**src/rtl/inst_queue.sv**
```systemverilog
// inst_queue: {pc, inst} circular FIFO between fetch and decode with flush.
// Define IQ_BYPASS_EN for a same-cycle bypass from in_* to out_* when the queue is empty.
module inst_queue #(
   parameter int XLEN  = 32,
   parameter int DEPTH = 4,
   parameter int PTR_W = 2
) (
   input  logic             clk,
   input  logic             rst,
   input  logic             flush,
   input  logic             in_valid,
   output logic             in_ready,
   input  logic [XLEN-1:0]  in_pc,
   input  logic [XLEN-1:0]  in_inst,
   output logic             out_valid,
   input  logic             out_ready,
   output logic [XLEN-1:0]  out_pc,
   output logic [XLEN-1:0]  out_inst,
   output logic [PTR_W:0]   count
);
   localparam logic [PTR_W:0] FULL = (PTR_W + 1)'(DEPTH);
   logic [XLEN-1:0]  mem_pc   [DEPTH];
   logic [XLEN-1:0]  mem_inst [DEPTH];
   logic [PTR_W-1:0] rd_ptr, wr_ptr;
   logic empty, push, pop, byp, wr, rd;
   always_comb begin
      empty     = count == '0;
      in_ready  = (count != FULL) & ~flush;
      push      = in_valid & in_ready;
`ifdef IQ_BYPASS_EN
      byp       = empty & in_valid & ~flush;
`else
      byp       = 1'b0;
`endif
      out_valid = (~empty | byp) & ~flush;
      pop       = out_valid & out_ready;
      // a bypassed pair that decode takes immediately is never stored
      wr        = push & ~(byp & out_ready);
      rd        = pop & ~byp;
      out_pc    = byp ? in_pc   : empty ? '0 : mem_pc[rd_ptr];
      out_inst  = byp ? in_inst : empty ? '0 : mem_inst[rd_ptr];
   end
   always_ff @(posedge clk or negedge rst) begin
      if (!rst) begin
         rd_ptr <= '0;
         wr_ptr <= '0;
         count  <= '0;
      end else if (flush) begin
         rd_ptr <= '0;
         wr_ptr <= '0;
         count  <= '0;
      end else begin
         if (wr) wr_ptr <= wr_ptr + 1'b1;
         if (rd) rd_ptr <= rd_ptr + 1'b1;
         if (wr & ~rd) count <= count + 1'b1;
         else if (rd & ~wr) count <= count - 1'b1;
      end
   end
   always_ff @(posedge clk) begin
      if (wr) begin
         mem_pc[wr_ptr]   <= in_pc;
         mem_inst[wr_ptr] <= in_inst;
      end
   end
endmodule

```
**config.mk**
```make
export PLATFORM = sky130hd
export DESIGN_NAME = inst_queue
export DESIGN_NICKNAME = d
export VERILOG_FILES = /design/src/rtl/inst_queue.sv
export SDC_FILE = /design/constraint.sdc
export NUM_CORES = 1
export LEC_CHECK = 0
export ABC_AREA = 1
export BUFFER_PORTS_ARGS = -buffer_cell sky130_fd_sc_hd__buf_2
export CAP_MARGIN = 15
export CORE_MARGIN = 2
export CORE_UTILIZATION = 52
export DETAILED_ROUTE_END_ITERATION = 8
export PLACE_DENSITY = 0.75
export SLEW_MARGIN = 10
export SYNTH_ARGS = -nofsm -noshare
export SYNTH_HDL_FRONTEND = slang
export SYNTH_SLANG_ARGS = --single-unit
```
**constraint.sdc**
```tcl
create_clock -name clk -period 8.2 [get_ports clk]
set_clock_uncertainty 0.05 [all_clocks]
set_input_delay 0.82 -clock clk [delete_from_list [all_inputs] [get_ports clk]]
set_output_delay 0.82 -clock clk [all_outputs]
set_load 0.05 [all_outputs]
```
==> impl_metrics.env, run 1 <==
export IMPL_cts_sinks=263
export IMPL_grt_usage_pct=19.2
export IMPL_htreeDepth=1
export IMPL_grt_util_met1_pct=25.9
export IMPL_syn_area_um2=10400
export IMPL_crit_required_ns=7.33
export IMPL_postCtsSetupBuffers=0
export IMPL_layout_drive_gt1_share_pct=20.3
export IMPL_fin_nets=1020
export IMPL_hp_class="input port to async pin"
export IMPL_grt_pass1_wl_um=32600
export IMPL_gp_congestion=0.802
export IMPL_clkLatencyLatePin_ns=0.51
export IMPL_crit_path_start="rd_ptr[0]"
export IMPL_arrival_ns=3.41
export IMPL_vias=6457
export IMPL_p_switching_mw=1.88
export IMPL_hold_viol=0
export IMPL_ys_flop_type="edfxtp_1"
export IMPL_p_int_mw=2.57
export IMPL_rsz0062_at_grt="false"
export IMPL_die_area_um2=21200
export IMPL_ys_top_cells_by_area="edfxtp_1 74%, nor2_1 9.5%, o21ai_0 6.2%"
export IMPL_routed_wire_length_per_instance_um=16.9
export IMPL_whs_ns=0.0856
export IMPL_reg2reg_from="rd_ptr[0]"
export IMPL_cp_start_kind="register"
export IMPL_portBuffers=137
export IMPL_die_x_um=145
export IMPL_syn_inst=820
export IMPL_yosysTopAreaCell="edfxtp_1"
export IMPL_synth_nets=894
export IMPL_status="finished clean"
export IMPL_leakage_nw=4.38
export IMPL_slew_violations=0
export IMPL_worst_pin_slew_ns=0.976
export IMPL_max_slew_margin_pct=34.9
export IMPL_ys_top_cells_by_count="263 x nor2_1, 256 x edfxtp_1, 128 x o21ai_0"
export IMPL_via_per_inst=5.25
export IMPL_dr_pass1_iters=5
export IMPL_setup_violations=0
export IMPL_yosysMostFrequentCell="nor2_1"
export IMPL_max_vdd_ir_drop_v=0.000277
export IMPL_combPwrFrac_pct=38.6
export IMPL_ios=138
export IMPL_grt_max_degree=83
export IMPL_synthArstFlopShare_pct=2.66
export IMPL_grt_antenna_before_repair=1
export IMPL_post_route_period_util_pct=52.2
export IMPL_fmax_mhz=234
export IMPL_grt_overflow=0
export IMPL_num_rows=51
export IMPL_synth_edf_count=256
export IMPL_synth_distinct_cells=23
export IMPL_post_route_drc_count=0
export IMPL_cts_buffers=26
export IMPL_r2r_slack_ns=5.82
export IMPL_cts_tree="built"
export IMPL_cts_resized=0
export IMPL_maxCapViolations=0
export IMPL_switching_share_pct=42.2
export IMPL_num_fill_cells=1519
export IMPL_p_seq_share_pct=36.4
export IMPL_first_global_vias=6197
export IMPL_cts_root_buf="clkbuf_16"
export IMPL_area_growth_pct=15.7
export IMPL_end_kind="output port"
export IMPL_fp_dieH_um=145
export IMPL_syn_avg_cell_area_um2=12.7
export IMPL_ant_nets=0
export IMPL_cp_max_fo=68
export IMPL_cts_hold_buffers=0
export IMPL_dpl_hpwl_um=11300
export IMPL_setup_tns_ns=0
export IMPL_top_usage_layer="met2"
export IMPL_core_area_um2=19500
export IMPL_met2_usage_pct=33.2
export IMPL_ys_ff_latch=263
export IMPL_path_class="register to output port"
export IMPL_fin_crit_ns=4.28
export IMPL_grtUsageMet3_pct=2.85
export IMPL_ys_seq_area_share_pct=75.6
export IMPL_clk_pin_slew_ns=0.06
export IMPL_drt_wl_total_um=20800
export IMPL_dr_first_iter_drc_count=476
export IMPL_initial_core_util_pct=53.3
export IMPL_yosys_warnings=0
export IMPL_clockPowerShare_pct=25.0
export IMPL_cellPowerDensity_nw_per_um2=370
export IMPL_cts_path_max_buffers=3
export IMPL_yosysTopAreaCellShare_pct=73.9
## path summary, 6_finish.rpt
| check | to | depth (start not counted) |
|---|---|---|
| hold reg to reg | count[0] | 2 |
| max in group asynchronous | rd_ptr[0] | 1 |
| min in group clk | mem_inst[1][16] | 1 |
| hold / removal | rd_ptr[0] | 1 |
| setup reg to reg | rd_ptr[1] | 5 |
| setup / recovery | out_inst[10] | 5 |
## worst max-delay path, cell delays in order, from the launching register on
cell and delay (ns):
dfrtp_4 0.76, clkinv_2 0.79, buf_4 0.57, o21ai_0 0.31
a21oi_1 0.13, buf_2 0.23
## area by class of cell
cell class,instances,area [um^2],share of cell area [%]
Tap cell,265,332,2.75
Clock inverter,7,33.8,0.281
Clock buffer,39,782,6.50
Sequential cell,263,7870,65.4
Multi-Input combinational cell,492,2200,18.3
Timing Repair Buffer,146,753,6.26
Antenna cell,1,2.50,0.0208
Inverter,17,65.1,0.540
## stage by stage
stage / std cells / total power [mW] / area (um^2) / util [%] / setup slack, ns
after global placement: 1183 / 3.36 / 11200 / 57.5 / 4.56
after global routing: 1230 / 4.65 / 12000 / 61.7 / 3.67
after detailed placement: 1183 / 3.38 / 11200 / 57.5 / 4.50
final: 1230 / 4.45 / 12000 / 61.7 / 3.92
after CTS: 1229 / 4.49 / 12000 / 61.6 / 3.92
after floorplan: 820 / 3.00 / 10400 / - / 3.46
## flip-flops by register name, indices dropped and copies added (netlist names)
| register | cells |
|---|---|
| wr_ptr | 2 |
| count | 3 |
| mem_inst | 128 |
| rd_ptr | 2 |
| mem_pc | 128 |
## metal layers
layer / routed length (um) / vias to the layer above
li1: - / 3137
met1: 8670 / 3092
met2: 10500 / 195
met3: 1220 / 33
met4: 412 / 0
met5: 0 / -
## power by group through the flow
stage	combinational [mW]	clock, mW	sequential, mW
after floorplan	1.35	0	1.65
after global placement	1.72	0	1.64
after global routing	1.83	1.18	1.63
after CTS	1.73	1.14	1.62
final	1.72	1.11	1.62
after detailed placement	1.73	0	1.65
## kinds of logic after synthesis
kind of cell | count (synthesis) | share of synthesized area, %
AND/OR/NAND/NOR | 289 | 10.6
flip-flops | 263 | 75.6
XOR/XNOR | 1 | 0.0842
AO/OA/AOI/OAI | 197 | 9.50
adder cells (fa/ha/maj) | 5 | 0.674
buffers and inverters | 65 | 3.54
## cell usage in the layout, fill, tap and decap left out, drive strengths merged
cell type | netlist | routed
buf | 30 | 146
clkinv | 0 | 8
o21ai | 132 | 132
nand2 | 18 | 18
diode | 0 | 1
clkbuf | 18 | 39
a21oi | 64 | 64
nor2 | 264 | 264
inv | 17 | 16
ha | 4 | 4
fa | 1 | 1
o31ai | 1 | 1
nand3 | 7 | 7
edfxtp | 256 | 256
dfrtp | 7 | 7
xnor2 | 1 | 1
(Power assumes the default switching activity.)
==> inputs of run 2 (changes only) <==
--- a/config.mk
+++ b/config.mk
@@ -11,7 +11,7 @@
 export CORE_MARGIN = 2
 export CORE_UTILIZATION = 52
 export DETAILED_ROUTE_END_ITERATION = 8
-export PLACE_DENSITY = 0.75
+export PLACE_DENSITY = 0.78
 export SLEW_MARGIN = 10
 export SYNTH_ARGS = -nofsm -noshare
 export SYNTH_HDL_FRONTEND = slang
==> constraint.sdc (replaced) <==
create_clock -name clk -period 3.7 [get_ports clk]
set_clock_uncertainty 0.05 [all_clocks]
set_input_delay 0.37 -clock clk [delete_from_list [all_inputs] [get_ports clk]]
set_output_delay 0.37 -clock clk [all_outputs]
set_load 0.05 [all_outputs]
==> run 2 against run 1 <==
Effect of this change:
- hold slack worse by 0.072 ns
- critical path depth is the same
- utilization grew 2.4 points
- global-route usage increased by 1.4 points
- critical path type unchanged
- via count grew 5.6%
- final cell count rose by 3.6%
- worst setup slack worse by 3.4 ns
==> impl_metrics.env, run 2 (synthesis results as in run 1) <==
export IMPL_status="finished clean"
export IMPL_layout_setup_ws_ns=0.498
export IMPL_cp_top_family="buffers and inverters"
export IMPL_core_area_um2=19500
export IMPL_whs_ns=0.0136
export IMPL_fin_crit_ns=3.20
export IMPL_fin_nets=1064
export IMPL_crit_buf_inv=3
export IMPL_slew_violations=0
export IMPL_mostFrequentLayoutCells="259 x nor2_1, 256 x edfxtp_1, 137 x buf_2"
export IMPL_ant_nets=0
export IMPL_grt_max_degree=65
export IMPL_cp_start_kind="register"
export IMPL_cts_hold_buffers=38
export IMPL_critPathMaxStageDelay_ns=0.71
export IMPL_vias=6821
export IMPL_path_class="register to output port"
export IMPL_hp_class="input port to register"
export IMPL_routed_wire_length_per_instance_um=17.5
export IMPL_clk_pin_slew_ns=0.06
export IMPL_worst_pin_slew_ns=0.652
export IMPL_clkLatencyLatePin_ns=0.52
export IMPL_cellPowerDensity_nw_per_um2=800
export IMPL_cts_sinks=263
export IMPL_end_kind="output port"
export IMPL_pre_cts_slack_ns=1.08
export IMPL_r2r_end="mem_pc[0][2]"
export IMPL_die_area_um2=21200
export IMPL_crit_chain="clkinv_2 > buf_4 > o21ai_0 > a21oi_1 > buf_2"
export IMPL_post_route_drc_count=0
export IMPL_hold_start="in_inst[0]"
export IMPL_reg2reg_from="count[2]"
export IMPL_cts_path_max_buffers=3
export IMPL_fmax_mhz=312
export IMPL_min_to="mem_inst[1][0]"
export IMPL_num_fill_cells=1448
export IMPL_first_global_vias=6747
export IMPL_postCtsSetupBuffers=0
export IMPL_setup_violations=0
export IMPL_cp_slowest_cell="dfrtp_4"
export IMPL_cp_max_fo=39
export IMPL_r2r_cells=6
export IMPL_drt_wl_total_um=22200
export IMPL_via_per_inst=5.35
export IMPL_grt_antenna_before_repair=0
export IMPL_mostFrequentLayoutCell="nor2_1"
export IMPL_crit_required_ns=3.28
export IMPL_gp_congestion=0.758
export IMPL_portBuffers=137
export IMPL_regArea_um2=7870
export IMPL_hold_path_cell_count=1
export IMPL_area_growth_pct=20.2
export IMPL_cts_buffers=27
export IMPL_dr_first_iter_drc_count=458
export IMPL_die_x_um=145
export IMPL_r2r_slack_ns=1.44
export IMPL_grt_pass1_wl_um=34500
export IMPL_rsz0062_at_grt="false"
export IMPL_cts_resized=0
export IMPL_multi_input_area_um2=2200
export IMPL_layout_drive_gt1_share_pct=19.9
export IMPL_dr_pass1_iters=5
export IMPL_diodes=0
export IMPL_grt_overflow=0
export IMPL_htreeDepth=1
export IMPL_ios=138
export IMPL_cts_tree="built"
export IMPL_post_route_period_util_pct=86.5
export IMPL_maxCapViolations=0
export IMPL_fp_dieH_um=145
export IMPL_leakage_nw=4.57
export IMPL_cts_root_buf="clkbuf_16"
export IMPL_max_slew_margin_pct=56.5
export IMPL_hold_viol=0
export IMPL_dpl_hpwl_um=11500
export IMPL_initial_core_util_pct=53.3
export IMPL_num_rows=51
export IMPL_max_vdd_ir_drop_v=0.000607
export IMPL_grt_usage_pct=20.6
export IMPL_reg_largest_list="mem_inst: 128 flops, mem_pc: 128 flops, count: 3 flops"
export IMPL_arrival_ns=2.78
-- run 2: final cells by class --
cell class,count,share of cell area [%]
repair buffers,189,9.87
inverters,17,0.520
clock buffers,33,5.58
well taps,265,2.65
clock inverters,15,0.841
flip-flops and latches,263,62.9
multi-input cells,492,17.6
-- run 2: worst max-delay path by stage --
| stage | startpoint | endpoint | cells after the start |
|---|---|---|---|
| floorplan | count[1] | mem_inst[0][0] | 6 |
| global placement | rd_ptr[0] | out_pc[16] | 5 |
| detailed placement | rd_ptr[0] | out_pc[16] | 5 |
| CTS | rd_ptr[0] | out_pc[16] | 5 |
| global route | rd_ptr[0] | out_inst[4] | 5 |
| finish | rd_ptr[0] | out_inst[4] | 5 |
-- run 2: through the flow --
| step | instance area, um^2 | TNS [ns] | cells | utilization (%) | total power, mW |
|---|---|---|---|---|---|
| floorplan | 10400 | -231.80 | 820 | - | 6.65 |
| global placement | 11300 | 0 | 1188 | 58.0 | 7.51 |
| detailed placement | 11300 | 0 | 1188 | 58.0 | 7.55 |
| CTS | 12500 | 0 | 1274 | 64.0 | 10.0 |
| global route | 12500 | 0 | 1274 | 64.0 | 10.4 |
| finish | 12500 | 0 | 1274 | 64.0 | 10.0 |
-- run 2: routing by layer --
metal | up-vias | routed length [um] | part of all wire [%] | global-route usage [%]
met3 | 46 | 1390 | 6.3 | 3.42
met5 | - | 0 | 0 | 0
met1 | 3293 | 8940 | 40 | 25.8
met2 | 251 | 11300 | 51 | 36.5
met4 | 0 | 617 | 2.8 | 7.11
li1 | 3231 | - | - | -
-- run 2: where the power goes --
group / internal, mW / switching (mW) / leakage [nW]
registers: 3.48 / 0.110 / 2.41
clock network: 1.41 / 1.07 / 0.402
logic: 0.844 / 3.09 / 1.76
total: 5.73 / 4.26 / 4.57
